===== config.mk =====
export PLATFORM = sky130hd
export DESIGN_NAME = accel_wb_scheduler_flat
export DESIGN_NICKNAME = d
export VERILOG_FILES = /design/src/rtl/accel_wb_if.sv /design/src/rtl/accel_wb_scheduler.sv /design/src/flat_wrapper.sv
export SDC_FILE = /design/constraint.sdc
export NUM_CORES = 1
export LEC_CHECK = 0
export BUFFER_PORTS_ARGS = -buffer_cell sky130_fd_sc_hd__buf_2
export CELL_PAD_IN_SITES_DETAIL_PLACEMENT = 2
export CELL_PAD_IN_SITES_GLOBAL_PLACEMENT = 2
export CORE_UTILIZATION = 27
export DETAILED_ROUTE_END_ITERATION = 8
export PLACE_DENSITY = 0.84
export SLEW_MARGIN = 20
export SYNTH_ARGS = -nofsm -noshare
export SYNTH_HDL_FRONTEND = slang
export SYNTH_SLANG_ARGS = --single-unit

===== constraint.sdc =====
create_clock -name clk -period 3 [get_ports clk]
set_clock_uncertainty 0.05 [all_clocks]
set_input_delay 0.9 -clock clk [delete_from_list [all_inputs] [get_ports clk]]
set_output_delay 0.9 -clock clk [all_outputs]
set_load 0.01 [all_outputs]

===== src/rtl/accel_wb_if.sv =====
// Bundle of decode, accelerator, pipeline-writeback and register-file signals
// shared between the writeback scheduler and its surroundings.
interface accel_wb_if #(
    parameter int DATA_W = 16,
    parameter int REG_AW = 3
);
    logic                   dec_valid;
    logic [REG_AW-1:0]      dec_rs1;
    logic [REG_AW-1:0]      dec_rs2;
    logic [REG_AW-1:0]      dec_rd;
    logic                   dec_reg_write;
    logic                   dec_accel;
    logic                   dec_accel_sel;
    logic                   stall_out;
    logic                   fft_start;
    logic                   fft_done;
    logic [DATA_W-1:0]      fft_result;
    logic                   cry_start;
    logic                   cry_done;
    logic [DATA_W-1:0]      cry_result;
    logic                   pipe_wb_we;
    logic [REG_AW-1:0]      pipe_wb_rd;
    logic [DATA_W-1:0]      pipe_wb_data;
    logic                   rf_we;
    logic [REG_AW-1:0]      rf_waddr;
    logic [DATA_W-1:0]      rf_wdata;
    logic [(1<<REG_AW)-1:0] scoreboard;
    logic                   proto_err;

    modport master (
        output dec_valid, dec_rs1, dec_rs2, dec_rd, dec_reg_write, dec_accel, dec_accel_sel,
        output fft_done, fft_result, cry_done, cry_result,
        output pipe_wb_we, pipe_wb_rd, pipe_wb_data,
        input  stall_out, fft_start, cry_start, rf_we, rf_waddr, rf_wdata, scoreboard, proto_err
    );

    modport slave (
        input  dec_valid, dec_rs1, dec_rs2, dec_rd, dec_reg_write, dec_accel, dec_accel_sel,
        input  fft_done, fft_result, cry_done, cry_result,
        input  pipe_wb_we, pipe_wb_rd, pipe_wb_data,
        output stall_out, fft_start, cry_start, rf_we, rf_waddr, rf_wdata, scoreboard, proto_err
    );
endinterface


===== src/rtl/accel_wb_scheduler.sv =====
// Issue/writeback scheduler for the FFT (engine 0) and crypto (engine 1)
// accelerators, with a per-register pending scoreboard and RF write merging.
//
// state   | meaning
// IDLE    | engine free, may accept an issue
// BUSY    | started, waiting for the done pulse
// WB_PEND | result held, waiting for a free RF write slot
module accel_wb_scheduler #(
    parameter int DATA_W = 16,
    parameter int REG_AW = 3
) (
    input logic       clk,
    input logic       rst,
    accel_wb_if.slave bus
);
    localparam int NREG = 1 << REG_AW;

    typedef enum logic [1:0] {
        IDLE    = 2'd0,
        BUSY    = 2'd1,
        WB_PEND = 2'd2
    } eng_state_t;

    eng_state_t        state_q [2];
    eng_state_t        state_d [2];
    logic [REG_AW-1:0] dst_q   [2];
    logic [DATA_W-1:0] hold_q  [2];
    logic [DATA_W-1:0] result  [2];
    logic [1:0]        start_q;
    logic [1:0]        done;
    logic [1:0]        done_ok;
    logic [1:0]        issue;
    logic [1:0]        grant;
    logic [NREG-1:0]   sb_q;
    logic [NREG-1:0]   sb_set;
    logic [NREG-1:0]   sb_clr;
    logic              proto_q;
    logic              raw;
    logic              waw;
    logic              eng_busy;
    logic              stall;

    always_comb begin
        done      = {bus.cry_done, bus.fft_done};
        result[0] = bus.fft_result;
        result[1] = bus.cry_result;

        // Register 0 never creates a dependency.
        raw = ((bus.dec_rs1 != '0) && sb_q[bus.dec_rs1]) ||
              ((bus.dec_rs2 != '0) && sb_q[bus.dec_rs2]);
        waw = (bus.dec_reg_write || bus.dec_accel) && (bus.dec_rd != '0) && sb_q[bus.dec_rd];
        eng_busy = bus.dec_accel && (state_q[bus.dec_accel_sel] != IDLE);
        stall    = bus.dec_valid && (raw || waw || eng_busy);

        issue[0] = bus.dec_valid && bus.dec_accel && !stall && !bus.dec_accel_sel;
        issue[1] = bus.dec_valid && bus.dec_accel && !stall &&  bus.dec_accel_sel;

        grant[0] = !bus.pipe_wb_we && (state_q[0] == WB_PEND);
        grant[1] = !bus.pipe_wb_we && (state_q[1] == WB_PEND) && !grant[0];

        sb_set = '0;
        if ((issue != 2'b00) && (bus.dec_rd != '0))
            sb_set[bus.dec_rd] = 1'b1;
        sb_clr = '0;
        for (int e = 0; e < 2; e++)
            if (grant[e])
                sb_clr[dst_q[e]] = 1'b1;

        for (int e = 0; e < 2; e++) begin
            done_ok[e] = done[e] && (state_q[e] == BUSY);
            state_d[e] = state_q[e];
            case (state_q[e])
                IDLE:    if (issue[e]) state_d[e] = BUSY;
                // A zero destination has nowhere to go, so the result is dropped.
                BUSY:    if (done[e]) state_d[e] = (dst_q[e] == '0) ? IDLE : WB_PEND;
                WB_PEND: if (grant[e]) state_d[e] = IDLE;
                default: state_d[e] = IDLE;
            endcase
        end
    end

    always_ff @(posedge clk or posedge rst) begin
        if (rst) begin
            for (int e = 0; e < 2; e++) begin
                state_q[e] <= IDLE;
                dst_q[e]   <= '0;
                hold_q[e]  <= '0;
            end
            start_q <= '0;
            sb_q    <= '0;
            proto_q <= 1'b0;
        end else begin
            for (int e = 0; e < 2; e++) begin
                state_q[e] <= state_d[e];
                if (issue[e])
                    dst_q[e] <= bus.dec_rd;
                if (done_ok[e])
                    hold_q[e] <= result[e];
            end
            start_q <= issue;
            sb_q    <= (sb_q & ~sb_clr) | sb_set;
            if ((done & ~done_ok) != 2'b00)
                proto_q <= 1'b1;
        end
    end

    always_comb begin
        bus.rf_we    = 1'b0;
        bus.rf_waddr = '0;
        bus.rf_wdata = '0;
        if (bus.pipe_wb_we) begin
            bus.rf_we    = 1'b1;
            bus.rf_waddr = bus.pipe_wb_rd;
            bus.rf_wdata = bus.pipe_wb_data;
        end else if (grant[0]) begin
            bus.rf_we    = 1'b1;
            bus.rf_waddr = dst_q[0];
            bus.rf_wdata = hold_q[0];
        end else if (grant[1]) begin
            bus.rf_we    = 1'b1;
            bus.rf_waddr = dst_q[1];
            bus.rf_wdata = hold_q[1];
        end
    end

    assign bus.stall_out  = stall;
    assign bus.fft_start  = start_q[0];
    assign bus.cry_start  = start_q[1];
    assign bus.scoreboard = sb_q;
    assign bus.proto_err  = proto_q;
endmodule


===== src/flat_wrapper.sv =====
// flat-port wrapper written by rule: the top's interface ports become plain ports
module accel_wb_scheduler_flat 
#(
    parameter int DATA_W = 16,
    parameter int REG_AW = 3
)
  (clk, rst, bus_dec_valid, bus_dec_rs1, bus_dec_rs2, bus_dec_rd, bus_dec_reg_write, bus_dec_accel, bus_dec_accel_sel, bus_fft_done, bus_fft_result, bus_cry_done, bus_cry_result, bus_pipe_wb_we, bus_pipe_wb_rd, bus_pipe_wb_data, bus_stall_out, bus_fft_start, bus_cry_start, bus_rf_we, bus_rf_waddr, bus_rf_wdata, bus_scoreboard, bus_proto_err);
  accel_wb_if #(.DATA_W(DATA_W), .REG_AW(REG_AW)) bus_i ();
  input logic clk;
  input logic rst;
  input wire logic [$bits(bus_i.dec_valid)-1:0] bus_dec_valid;
  input wire logic [$bits(bus_i.dec_rs1)-1:0] bus_dec_rs1;
  input wire logic [$bits(bus_i.dec_rs2)-1:0] bus_dec_rs2;
  input wire logic [$bits(bus_i.dec_rd)-1:0] bus_dec_rd;
  input wire logic [$bits(bus_i.dec_reg_write)-1:0] bus_dec_reg_write;
  input wire logic [$bits(bus_i.dec_accel)-1:0] bus_dec_accel;
  input wire logic [$bits(bus_i.dec_accel_sel)-1:0] bus_dec_accel_sel;
  input wire logic [$bits(bus_i.fft_done)-1:0] bus_fft_done;
  input wire logic [$bits(bus_i.fft_result)-1:0] bus_fft_result;
  input wire logic [$bits(bus_i.cry_done)-1:0] bus_cry_done;
  input wire logic [$bits(bus_i.cry_result)-1:0] bus_cry_result;
  input wire logic [$bits(bus_i.pipe_wb_we)-1:0] bus_pipe_wb_we;
  input wire logic [$bits(bus_i.pipe_wb_rd)-1:0] bus_pipe_wb_rd;
  input wire logic [$bits(bus_i.pipe_wb_data)-1:0] bus_pipe_wb_data;
  output wire logic [$bits(bus_i.stall_out)-1:0] bus_stall_out;
  output wire logic [$bits(bus_i.fft_start)-1:0] bus_fft_start;
  output wire logic [$bits(bus_i.cry_start)-1:0] bus_cry_start;
  output wire logic [$bits(bus_i.rf_we)-1:0] bus_rf_we;
  output wire logic [$bits(bus_i.rf_waddr)-1:0] bus_rf_waddr;
  output wire logic [$bits(bus_i.rf_wdata)-1:0] bus_rf_wdata;
  output wire logic [$bits(bus_i.scoreboard)-1:0] bus_scoreboard;
  output wire logic [$bits(bus_i.proto_err)-1:0] bus_proto_err;
  assign bus_i.dec_valid = bus_dec_valid;
  assign bus_i.dec_rs1 = bus_dec_rs1;
  assign bus_i.dec_rs2 = bus_dec_rs2;
  assign bus_i.dec_rd = bus_dec_rd;
  assign bus_i.dec_reg_write = bus_dec_reg_write;
  assign bus_i.dec_accel = bus_dec_accel;
  assign bus_i.dec_accel_sel = bus_dec_accel_sel;
  assign bus_i.fft_done = bus_fft_done;
  assign bus_i.fft_result = bus_fft_result;
  assign bus_i.cry_done = bus_cry_done;
  assign bus_i.cry_result = bus_cry_result;
  assign bus_i.pipe_wb_we = bus_pipe_wb_we;
  assign bus_i.pipe_wb_rd = bus_pipe_wb_rd;
  assign bus_i.pipe_wb_data = bus_pipe_wb_data;
  assign bus_stall_out = bus_i.stall_out;
  assign bus_fft_start = bus_i.fft_start;
  assign bus_cry_start = bus_i.cry_start;
  assign bus_rf_we = bus_i.rf_we;
  assign bus_rf_waddr = bus_i.rf_waddr;
  assign bus_rf_wdata = bus_i.rf_wdata;
  assign bus_scoreboard = bus_i.scoreboard;
  assign bus_proto_err = bus_i.proto_err;
  accel_wb_scheduler #(.DATA_W(DATA_W), .REG_AW(REG_AW)) u_core (.clk(clk), .rst(rst), .bus(bus_i));
endmodule

=== Word level (Yosys, flattened, before mapping) ===
Index checks and enable logic that the tools add are counted.

* Equal/unequal tests: 10
* Magnitude comparators: 9
* Muxes and demuxes: 37
* Reduce and logical (&&, ||, !) cells: 39
* Bitwise operators: 7

{| class="wikitable"
|+ Operators by type and width
! operator !! count
|-
| 2-to-1 mux 16 bit || 3
|-
| 2-to-1 mux 8 bit || 3
|-
| 2-to-1 mux 2 bit || 11
|-
| less-than comparator 3 x 4 -> 1 bit, second input constant || 5
|-
| logical AND 1 bit || 19
|-
| OR 8 bit || 2
|-
| one-hot mux 2 bit (3 select lines) || 2
|-
| binary-select mux 1 bit (select 3 bit) || 3
|-
| demux 1 bit (select 3 bit) || 3
|-
| greater-or-equal comparator 3 x 1 -> 1 bit, second input constant || 3
|-
| 2-to-1 mux 1 bit || 9
|-
| 2-to-1 mux 3 bit || 3
|-
| nonzero test 3 bit || 3
|-
| bitwise AND 8 bit || 1
|-
| inequality test 2 x 1 -> 1 bit, second input constant || 4
|-
| inverter 8 bit || 1
|-
| logical NOT 3 bit || 2
|-
| AND reduction 3 bit || 2
|-
| nonzero test 2 bit || 3
|-
| equality test 2 x 1 -> 1 bit, second input constant || 2
|-
| equality test 2 bit, second input constant || 2
|-
| logical NOT 1 bit || 4
|-
| logical NOT 2 bit || 2
|-
| logical OR 1 bit || 4
|-
| other kinds (5) || 6
|}

* Input bits: 69
* Output and inout port bits: 32
* Register bits: 53
* Logic and storage cells: 111

=== Logic depth before layout (Yosys ltp) ===
Gate-level depths: netlist of run 1.

* Word-level depth: 15
* Depth in mapped cells: 6
* Mapped depth without buffers: 5

=== Worst setup path after synthesis of run 1 ===
No wires, ideal clock.

* Kind: input-to-output
* From: input bus_dec_rd[1]
* To: output bus_stall_out
* Slack: -0.252 ns
* Data arrival time: 2.302 ns
* Stages on the path: 5
* Path buffers: 1
* Data required time: 2.050 ns
* Path through: clkbuf_1 > mux4_2 > o221a_2 > and2_1 > nor2b_1

* Cells in the longest elaborated chain, start to end: 6
* Elaborated cells between the ends (all ways): 8
* Those cells by class: 2 x mux; 6 x reduce/logical

{| class="wikitable"
|+ Ends and longest elaborated chain
! element !! line !! RTL
|-
| start, declared || flat_wrapper.sv:14 || <nowiki>input wire logic [$bits(bus_i.dec_rd)-1:0] bus_dec_rd;</nowiki>
|-
| binary-select mux 1 bit (select 3 bit) or nonzero test 3 bit (tied branches) || accel_wb_scheduler.sv:51 || <nowiki>waw = (bus.dec_reg_write || bus.dec_accel) && (bus.dec_rd != '0) && sb_q[bus.dec_rd];</nowiki>
|-
| 2-to-1 mux 1 bit (implied by the code) or logical AND 1 bit (tied branches) || accel_wb_scheduler.sv:51 ||
|-
| logical AND 1 bit * || accel_wb_scheduler.sv:51 ||
|-
| logical OR 1 bit * (2 in series) || accel_wb_scheduler.sv:53 || <nowiki>stall = bus.dec_valid && (raw || waw || eng_busy);</nowiki>
|-
| logical AND 1 bit * || accel_wb_scheduler.sv:53 ||
|-
| end, declared || flat_wrapper.sv:25 || <nowiki>output wire logic [$bits(bus_i.stall_out)-1:0] bus_stall_out;</nowiki>
|}

Mark *: on every way between the ends. The rest lies on a longest branch, timed or not. The select of a mux whose other input is x is not followed.

=== Final worst setup path of run 1 ===
* From: input bus_dec_rd[0]
* To: output bus_stall_out

Same word-level chain as after synthesis.

==> impl_metrics.tcl, run 1 <==
set metrics [dict create \
    pwr-share-comb_pct 35.6 \
    layout-drive-gt1-share_pct 50.5 \
    relSlewSlack_pct 55.5 \
    crit_family "multiplexers" \
    synth-edff-count 0 \
    hold_viol 0 \
    synth_top_area_share_pct 49.0 \
    syn_nets 313 \
    overflow 0 \
    worstSkewPairLatency_ns 0.30 \
    register_area_um2 1330 \
    utilization_pct 38.4 \
    synthTopCellsByArea "dfrtp_1 (49%), mux2_2 (16%), nand2_1 (6.1%), a22oi_1 (4.7%), mux2i_1 (2.6%)" \
    tns_ns -0.166 \
    setup_viol 1 \
    grt_usage_pct 17.9 \
    hold_class "flop to flop" \
    synth_area_um2 2710 \
    yosys_register_bits 53 \
    antenna_left 0 \
    clkTransAtPathRegs_ns 0.10 \
    synth_top_flop_cell "dfrtp_1" \
    root_buffer "clkbuf_8" \
    ir_worst_vdd_uv 239 \
    port_buffers 100 \
    drcViolationCount 0 \
    die_x_um 102 \
    cts_tree "built" \
    worst-path-stages 7 \
    fin_ws_ns -0.166 \
    netlist_instances 244 \
    vias 2486 \
    p_sw_share_pct 34.2 \
    crit_end "bus_stall_out" \
    multi_input_comb_area_um2 1370 \
    fin_nets 434 \
    fmax_ghz 0.316 \
    violations "setup timing" \
    worstPathRequired_ns 2.05 \
    p_leak_nw 1.81 \
    run_status "complete, but fails checks" \
    wl_um 9060 \
    die-area_um2 10400 \
    slew_viol_final 0 \
    startpoint "bus_dec_rd[0]" \
    seqPwrFrac_pct 46.4 \
    cap_violations 0 \
    drtIter0Drc 76 \
    arrival_ns 2.22 \
    critPathMaxFanout 5 \
    r2r_cells 8 \
    final.min_clock_period_ns 3.17 \
    avgSynthCellArea_um2 11.1 \
    critPathCaptureType "output port" \
    setup.worst_path.class "primary input to output port" \
    cts_sinks 53 \
    wl_per_cell_um 18.2 \
    antenna_found_initial 0 \
    io_pins 101 \
    ctsLongestPathBuffers 2 \
    nFillCells 1097 \
    dr.pass1.iters 4 \
    syn2layout_area_growth_pct 38.0 \
    post-route-period-util_pct 106 \
    start_util_pct 27.8 \
    worst_slew_pin_slew_ns 0.662 \
    die_y_um 102 \
    fp.coreArea_um2 9730 \
    synth-seq-area-share_pct 49.0 \
    n_antenna_cell 0 \
    cp-start-kind "primary input" \
    cpMaxStageDelayCell "mux4_2" \
    postSynth.asyncResetShare_pct 100 \
    grt_pass1_vias 2748 \
    grt_first_pass_wirelength_um 14300 \
    p_sw_w 0.000968 \
    powerDensity_nw_per_um2 757 \
    worstReg2RegStart "u_core.bus.scoreboard[7]$_DFF_PP0_" \
    slowest_delay_ns 0.50 \
    rows 36 \
    hpwl_um 7130 \
    r2r_setup_slack_ns 0.58 \
    cts-htree-levels 2 \
    p_int_w 0.00186 \
    rr_endpoint "u_core.dst_q[2]$_DFFE_PP0P_" \
    place_congestion 0.794 \
    cts_made_buffers 5 \
    grt_max_degree 28 \
    ys_warn_count 0 \
    synth.distinct_cells 43 \
    pwr-share-clk_pct 18.0 \
    rsz0062_at_grt "yes" \
    path_cells "buf_12 -> mux2i_1 -> mux4_2 -> o221a_4 -> and2_4 -> nor2b_4 -> buf_6" \
    crit_buf_inv 2 \
    vias_per_cell 4.98 \
    synth_top_area_cell "dfrtp_1" \
]
## timing repair
action                                  CTS  global route
pin swaps                                 1             1
setup buffers                             2             1
endpoints found under the setup margin    1            13
hold buffers                              0             0
gates resized for setup                   4             6
## how the worst min path moves through the flow
stage	to	startpoint	slack [ns]	cells past startpoint
final	u_core.state_q[0]$_DFFE_PP0P_	u_core.state_q[1]$_DFFE_PP0P_	0.45	1
after global routing	u_core.bus.proto_err$_DFFE_PP0P_	u_core.bus.proto_err$_DFFE_PP0P_	0.48	1
after CTS	u_core.state_q[0]$_DFFE_PP0P_	u_core.state_q[1]$_DFFE_PP0P_	0.45	1
after detailed placement	u_core.bus.proto_err$_DFFE_PP0P_	u_core.bus.proto_err$_DFFE_PP0P_	0.43	1
after global placement	u_core.state_q[0]$_DFFE_PP0P_	u_core.state_q[1]$_DFFE_PP0P_	0.42	1
after floorplan	u_core.state_q[0]$_DFFE_PP0P_	u_core.state_q[1]$_DFFE_PP0P_	0.39	1
## power groups by stage
stage               registers (W)  clock network, W  logic, W
global route              0.00136          0.000559   0.00110
global placement          0.00129                 0  0.000911
CTS                       0.00131          0.000533   0.00100
finish                    0.00131          0.000510   0.00101
floorplan                 0.00122                 0  0.000631
detailed placement        0.00133                 0  0.000969
## per-layer routing
layer	GRT usage, %	part of all wire (%)	vias up
li1	-	-	1145
met1	23.1	43	1282
met2	32.0	52	55
met3	2.74	4.6	4
met4	3.30	0.73	0
met5	0	0	-
## kinds of logic after synthesis
kind of cell,synth area share (%)
buf+inv,2.26
flops,49.0
simple gates,14.7
mux,20.9
compound gates,13.2
## cell usage after synthesis, drive strengths merged (2+ instances only)
library cell,count
o22ai,2
a22oi,17
nor3b,2
o221ai,3
dfrtp,53
nor2b,2
nand4,2
and2,3
nand3b,2
a31oi,2
o32ai,2
nand2b,9
nor2,3
a41o,2
mux2i,7
nand3,3
clkbuf,9
nand2,44
a21oi,3
mux4,3
nor3,4
o31ai,3
mux2,38
o21ai,6
buf,2
inv,5
## cell type report
class	instances	area share [%]
well taps	133	4.45
flip-flops and latches	53	35.5
multi-input cells	175	36.7
inverters	5	0.502
repair buffers	125	19.8
clock buffers	7	2.31
clock inverters	1	0.803
## flip-flops by register name, indices dropped and copies added, names as in the netlist
signal	count
u_core.state_q	4
u_core.bus.proto_err	1
u_core.start_q	2
u_core.hold_q	32
u_core.dst_q	6
u_core.bus.scoreboard	8
## cell usage in the layout (no fill, tap or decap), types with 4 or more instances in the layout
cell type,n
inv_1,4
nand2_1,44
buf_4,22
buf_2,98
mux2_2,38
nand2b_1,9
o21ai_0,6
clkbuf_8,6
mux2i_1,7
dfrtp_1,53
a22oi_1,17
## stage by stage
stage               cells  instance area [um2]  hold slack (ns)  power [W]  worst slack, ns
finish                499                 3740            0.447    0.00283           -0.166
global route          499                 3740            0.481    0.00302           -0.205
CTS                   498                 3700            0.450    0.00285           -0.196
detailed placement    488                 3550            0.432    0.00229           -0.247
global placement      488                 3550            0.420    0.00220           -0.218
floorplan             244                 2740            0.390    0.00185          -0.0604
(Power assumes the default switching activity.)
==> inputs of run 2 (changes only) <==
--- a/config.mk
+++ b/config.mk
@@ -5,12 +5,13 @@
 export SDC_FILE = /design/constraint.sdc
 export NUM_CORES = 1
 export LEC_CHECK = 0
+export ABC_AREA = 1
 export BUFFER_PORTS_ARGS = -buffer_cell sky130_fd_sc_hd__buf_2
 export CELL_PAD_IN_SITES_DETAIL_PLACEMENT = 2
 export CELL_PAD_IN_SITES_GLOBAL_PLACEMENT = 2
-export CORE_UTILIZATION = 27
+export CORE_UTILIZATION = 25
 export DETAILED_ROUTE_END_ITERATION = 8
-export PLACE_DENSITY = 0.84
+export PLACE_DENSITY = 0.83
 export SLEW_MARGIN = 20
 export SYNTH_ARGS = -nofsm -noshare
 export SYNTH_HDL_FRONTEND = slang
==> impl_metrics.tcl, run 2 <==
set metrics [dict create \
    run_status "complete, no violations" \
    cts_tree "built" \
    rsz0062_at_grt "no" \
    rr_endpoint "u_core.dst_q[4]$_DFFE_PP0P_" \
    avgSynthCellArea_um2 8.64 \
    clkTransAtPathRegs_ns 0.10 \
    layout-drive-gt1-share_pct 37.3 \
    grt_max_degree 28 \
    hold_viol 0 \
    yosys_register_bits 53 \
    final_cell_mix "buf_2 (99), nand2_1 (92), dfrtp_1 (53)" \
    post-route-period-util_pct 96.3 \
    worst_slew_pin_slew_ns 0.615 \
    largest_reg_flops 32 \
    holdWs_ns 0.453 \
    yosys.area_share.adder_pct 0 \
    fmax_ghz 0.346 \
    synth_commonest_cells "nand2_1 (92), dfrtp_1 (53), inv_1 (33)" \
    tns_ns 0 \
    postSynth.asyncResetShare_pct 100 \
    die_x_um 108 \
    synth_area_um2 2810 \
    start_util_pct 25.8 \
    hold_start "u_core.bus.proto_err$_DFFE_PP0P_" \
    root_buffer "clkbuf_8" \
    grt_pass1_vias 3035 \
    cts_made_buffers 5 \
    cap_violations 0 \
    die_y_um 108 \
    crit_family "simple AND/OR/NAND/NOR gates" \
    wl_um 9520 \
    wl_per_cell_um 16.6 \
    critPathCaptureType "output port" \
    r2r_cells 9 \
    critPathMaxFanout 7 \
    setup.worst_path.class "primary input to output port" \
    drcViolationCount 0 \
    startpoint "bus_pipe_wb_we" \
    ys_warn_count 0 \
    worstPathRequired_ns 2.05 \
    grt_usage_pct 17.2 \
    ctsLongestPathBuffers 2 \
    path_cells "buf_2 -> nor2_1 -> inv_1 -> nor2_1 -> a21oi_1 -> o21ai_0 -> buf_2" \
    synth_top_flop_cell "dfrtp_1" \
    p_leak_nw 1.90 \
    antenna_left 0 \
    synth-xor-area-share_pct 0 \
    vias 2698 \
    syn_nets 394 \
    crit_buf_inv 3 \
    vias_per_cell 4.72 \
    synthTopCellsByArea "dfrtp_1 (47%), mux2_2 (13%), nand2_1 (12%), nand3_1 (5.2%), a22oi_1 (4.5%)" \
    antenna_found_initial 0 \
    hpwl_um 7730 \
    multi_input_comb_area_um2 1300 \
    powerDensity_nw_per_um2 623 \
    synth_top_area_share_pct 47.2 \
    hold_path_end "u_core.bus.proto_err$_DFFE_PP0P_" \
    worstSkewPairLatency_ns 0.31 \
    cpMaxStageDelayCell "nor2_1" \
    final_common_cell "buf_2" \
    grt_first_pass_wirelength_um 15500 \
    worstReg2RegStart "u_core.state_q[3]$_DFFE_PP0P_" \
    ir_worst_vdd_uv 269 \
    cp-start-kind "primary input" \
    synth_top_area_cell "dfrtp_1" \
    rows 38 \
    dr.pass1.iters 4 \
    relSlewSlack_pct 58.9 \
    synth-seq-area-share_pct 47.2 \
    n_antenna_cell 0 \
    die-area_um2 11700 \
    arrival_ns 1.94 \
    register_area_um2 1330 \
    fp.coreArea_um2 10900 \
    synth_top_family_by_area "simple AND/OR/NAND/NOR gates" \
    slew_viol_final 0 \
    synth.most_common_cell "nand2_1" \
    cts_sinks 53 \
    top_register "u_core.hold_q" \
    port_buffers 100 \
    drtIter0Drc 88 \
    synth_compound_area_share_pct 10.1 \
    fin_nets 500 \
    netlist_instances 325 \
    place_congestion 0.787 \
    r2r_setup_slack_ns 1.26 \
    synthMuxAreaShare_pct 12.8 \
    cts-htree-levels 2 \
    overflow 0 \
    yosys.area_share.simple_pct 23.0 \
    slowest_delay_ns 0.24 \
    cts_setup_buffers 0 \
    synth-edff-count 0 \
    final.min_clock_period_ns 2.89 \
    hold_depth 1 \
    hold_class "flop to flop" \
    syn2layout_area_growth_pct 28.8 \
    io_pins 101 \
    nFillCells 1267 \
    synth.distinct_cells 27 \
    setup_viol 0 \
]
[run 2: what timing repair did]
item,CTS,global route
hold buffers,0,0
setup endpoints to repair,16,2
gates resized for setup,1,6
[run 2: how the worst max path moves through the flow]
stage	end	slack, ns	cells past startpoint
2_1_floorplan	bus_rf_wdata[10]	0.36	5
6_report	bus_rf_waddr[2]	0.11	7
5_1_grt	bus_rf_waddr[0]	0.02	8
3_3_place_gp	bus_rf_wdata[1]	0.03	7
3_5_place_dp	bus_rf_wdata[5]	-0.09	7
4_1_cts	bus_stall_out	0.0009	11
[run 2: metrics by stage]
step                      instances  instance area [um2]  power (W)  util (%)  worst slack, ns
after CTS                       572                 3600    0.00229      33.1         0.000886
after floorplan                 325                 2810    0.00154         -            0.361
after detailed placement        564                 3500    0.00185      32.2          -0.0898
final                           572                 3620    0.00225      33.2            0.111
after global placement          564                 3500    0.00179      32.2           0.0303
after global routing            572                 3620    0.00242      33.2           0.0162
[run 2: worst reg2reg max path, delay by kind of cell (launching register included)]
family	cells	cell delay [ns]
flip-flops	1	0.41
AND/OR/NAND/NOR	9	1.24
[run 2: layer usage]
metal / up-vias / track usage (%) / share of wire (%)
met4: 0 / 4.70 / 1.2
met1: 1311 / 20.8 / 42
met2: 88 / 30.0 / 49
li1: 1291 / - / -
met5: - / 0 / 0
met3: 8 / 4.64 / 7.6
[run 2: layout make-up]
cell class / count / share of cell area, %
Clock buffer: 6 / 2.28
Clock inverter: 2 / 0.380
Inverter: 37 / 3.87
Multi-Input combinational cell: 226 / 35.9
Sequential cell: 53 / 36.7
Tap cell: 140 / 4.84
Timing Repair Buffer: 108 / 16.0
[run 2: report_power, final]
part,total [W],switching (W),internal [W]
sequential,0.00118,0.000215,0.000963
combinational,0.000647,0.000335,0.000313
clock,0.000428,0.000240,0.000188
total,0.00225,0.000790,0.00146
[run 2: logic make-up (layout without fill, tap and decap cells)]
logic type,after synthesis,in the layout
DFF,53,53
and+or+nand+nor,153,153
buffers and inverters,46,153
AOI/OAI and AO/OA,41,41
muxes,32,32
==> inputs of run 3 (changes only) <==
==> constraint.sdc (replaced) <==
create_clock -name clk -period 3 [get_ports clk]
set_clock_uncertainty 0.05 [all_clocks]
set_input_delay 0.9 -clock clk [delete_from_list [all_inputs] [get_ports clk]]
set_output_delay 0.9 -clock clk [all_outputs]
set_load 0.1 [all_outputs]
==> impl_metrics.tcl, run 3 (synthesis results as in run 2) <==
set metrics [dict create \
    port_buffers 100 \
    slew_viol_final 0 \
    relSlewSlack_pct 42.8 \
    stdcell_count 575 \
    overflow 0 \
    cts_made_buffers 5 \
    wl_um 10500 \
    place_congestion 0.804 \
    grt_first_pass_wirelength_um 16400 \
    multi_input_comb_area_um2 1350 \
    cts_sinks 53 \
    antenna_left 0 \
    hold_class "flop to flop" \
    largest_reg_flops 32 \
    final_cell_mix "nand2_1 (80), buf_2 (76), dfrtp_1 (46)" \
    grt_usage_pct 18.5 \
    cap_violations 0 \
    p_leak_nw 2.01 \
    top_register "u_core.hold_q" \
    ir_worst_vdd_uv 491 \
    post-route-period-util_pct 99.7 \
    run_status "complete, no violations" \
    fmax_ghz 0.334 \
    wl_per_cell_um 18.2 \
    vias_per_cell 4.87 \
    grt_max_degree 29 \
    vias 2802 \
    n_antenna_cell 0 \
    start_util_pct 25.8 \
    syn2layout_area_growth_pct 44.4 \
    worstPathRequired_ns 2.05 \
    tns_ns 0 \
    cts-htree-levels 2 \
    clkTransAtPathRegs_ns 0.10 \
    cts_hold_buf 0 \
    root_buffer "clkbuf_8" \
    critPathMaxFanout 6 \
    layout-drive-gt1-share_pct 43.2 \
    register_area_um2 1340 \
    rows 38 \
    worst_slew_pin_slew_ns 0.855 \
    fin_nets 503 \
    rsz0062_at_grt "yes" \
    cts_tree "built" \
    die_y_um 108 \
    setup.worst_path.class "primary input to output port" \
    drcViolationCount 0 \
    dr.pass1.iters 4 \
    grt_pass1_vias 3151 \
    powerDensity_nw_per_um2 700 \
    cp-start-kind "primary input" \
    final_common_cell "nand2_1" \
    die-area_um2 11700 \
    final.min_clock_period_ns 2.99 \
    hold_viol 0 \
    critPathCaptureType "output port" \
    fp.coreArea_um2 10900 \
    hpwl_um 8230 \
    setup_viol 0 \
    holdWs_ns 0.453 \
    antenna_found_initial 1 \
    io_pins 101 \
    ctsLongestPathBuffers 2 \
    drtIter0Drc 80 \
    die_x_um 108 \
    nFillCells 1242 \
    worstSkewPairLatency_ns 0.31 \
    arrival_ns 2.04 \
    dp_cells 567 \
]
## run 3: cell types whose count changed in the layout (fill, tap and decap cells not counted), sizes merged
cell      previous run  this run
clkinvlp             0         1
clkbuf               6         8
clkinv               3         0
buf                108       109
bufinv               0         1
inv                 36        37
## run 3: where the power goes
group          total [W]  internal (W)  switching, W
logic            0.00113      0.000388      0.000744
clock network   0.000529      0.000272      0.000257
registers        0.00118      0.000969      0.000210
total            0.00284       0.00163       0.00121
## run 3: repair_timing
action	4_1_cts	5_1_grt
gates resized for setup	3	13
buffers inserted	0	0
setup endpoints to repair	1	6
## run 3: stage by stage
stage / util (%) / instance area [um2] / power [W] / setup slack [ns]
detailed placement: 35.7 / 3890 / 0.00232 / -0.0523
finish: 37.2 / 4060 / 0.00284 / 0.00787
global placement: 35.7 / 3890 / 0.00225 / 0.0130
global route: 37.2 / 4060 / 0.00299 / -0.0483
floorplan: - / 2840 / 0.00194 / -0.501
CTS: 36.9 / 4020 / 0.00286 / 0.0142
## run 3: per-layer routing
layer	share of wire, %	global-route usage (%)
met5	0.12	0
met4	1.0	4.11
met3	7.8	6.27
met2	53	34.8
met1	38	19.6
## run 3: path summary, 6_finish.rpt
| kind | from | to | depth (start not counted) | slack (ns) |
|---|---|---|---|---|
| min reg2reg | u_core.bus.proto_err$_DFFE_PP0P_ | u_core.bus.proto_err$_DFFE_PP0P_ | 1 | 0.45 |
| min in group asynchronous | rst | u_core.hold_q[12]$_DFFE_PP0P_ | 2 | 0.59 |
| max reg2reg | u_core.state_q[3]$_DFFE_PP0P_ | u_core.hold_q[19]$_DFFE_PP0P_ | 3 | 1.16 |
| max in group asynchronous | rst | u_core.hold_q[0]$_DFFE_PP0P_ | 3 | 1.74 |
| min | u_core.bus.proto_err$_DFFE_PP0P_ | u_core.bus.proto_err$_DFFE_PP0P_ | 1 | 0.45 |
| max | bus_dec_rd[2] | bus_stall_out | 9 | 0.008 |
## run 3: layout make-up
cell class | instances | share of cell area (%)
repair buffers | 111 | 23.0
well taps | 140 | 4.32
clock inverters | 2 | 0.926
inverters | 37 | 3.49
multi-input cells | 226 | 33.4
clock buffers | 6 | 2.04
flip-flops and latches | 53 | 32.9
## run 3: critical path: stages
cell and delay [ns]:
clkbuf_4 0.16, inv_1 0.15, nand2_1 0.11, o22ai_2 0.14
o21bai_2 0.15, nand3_2 0.12, nand2_1 0.09, inv_1 0.06
buf_12 0.16
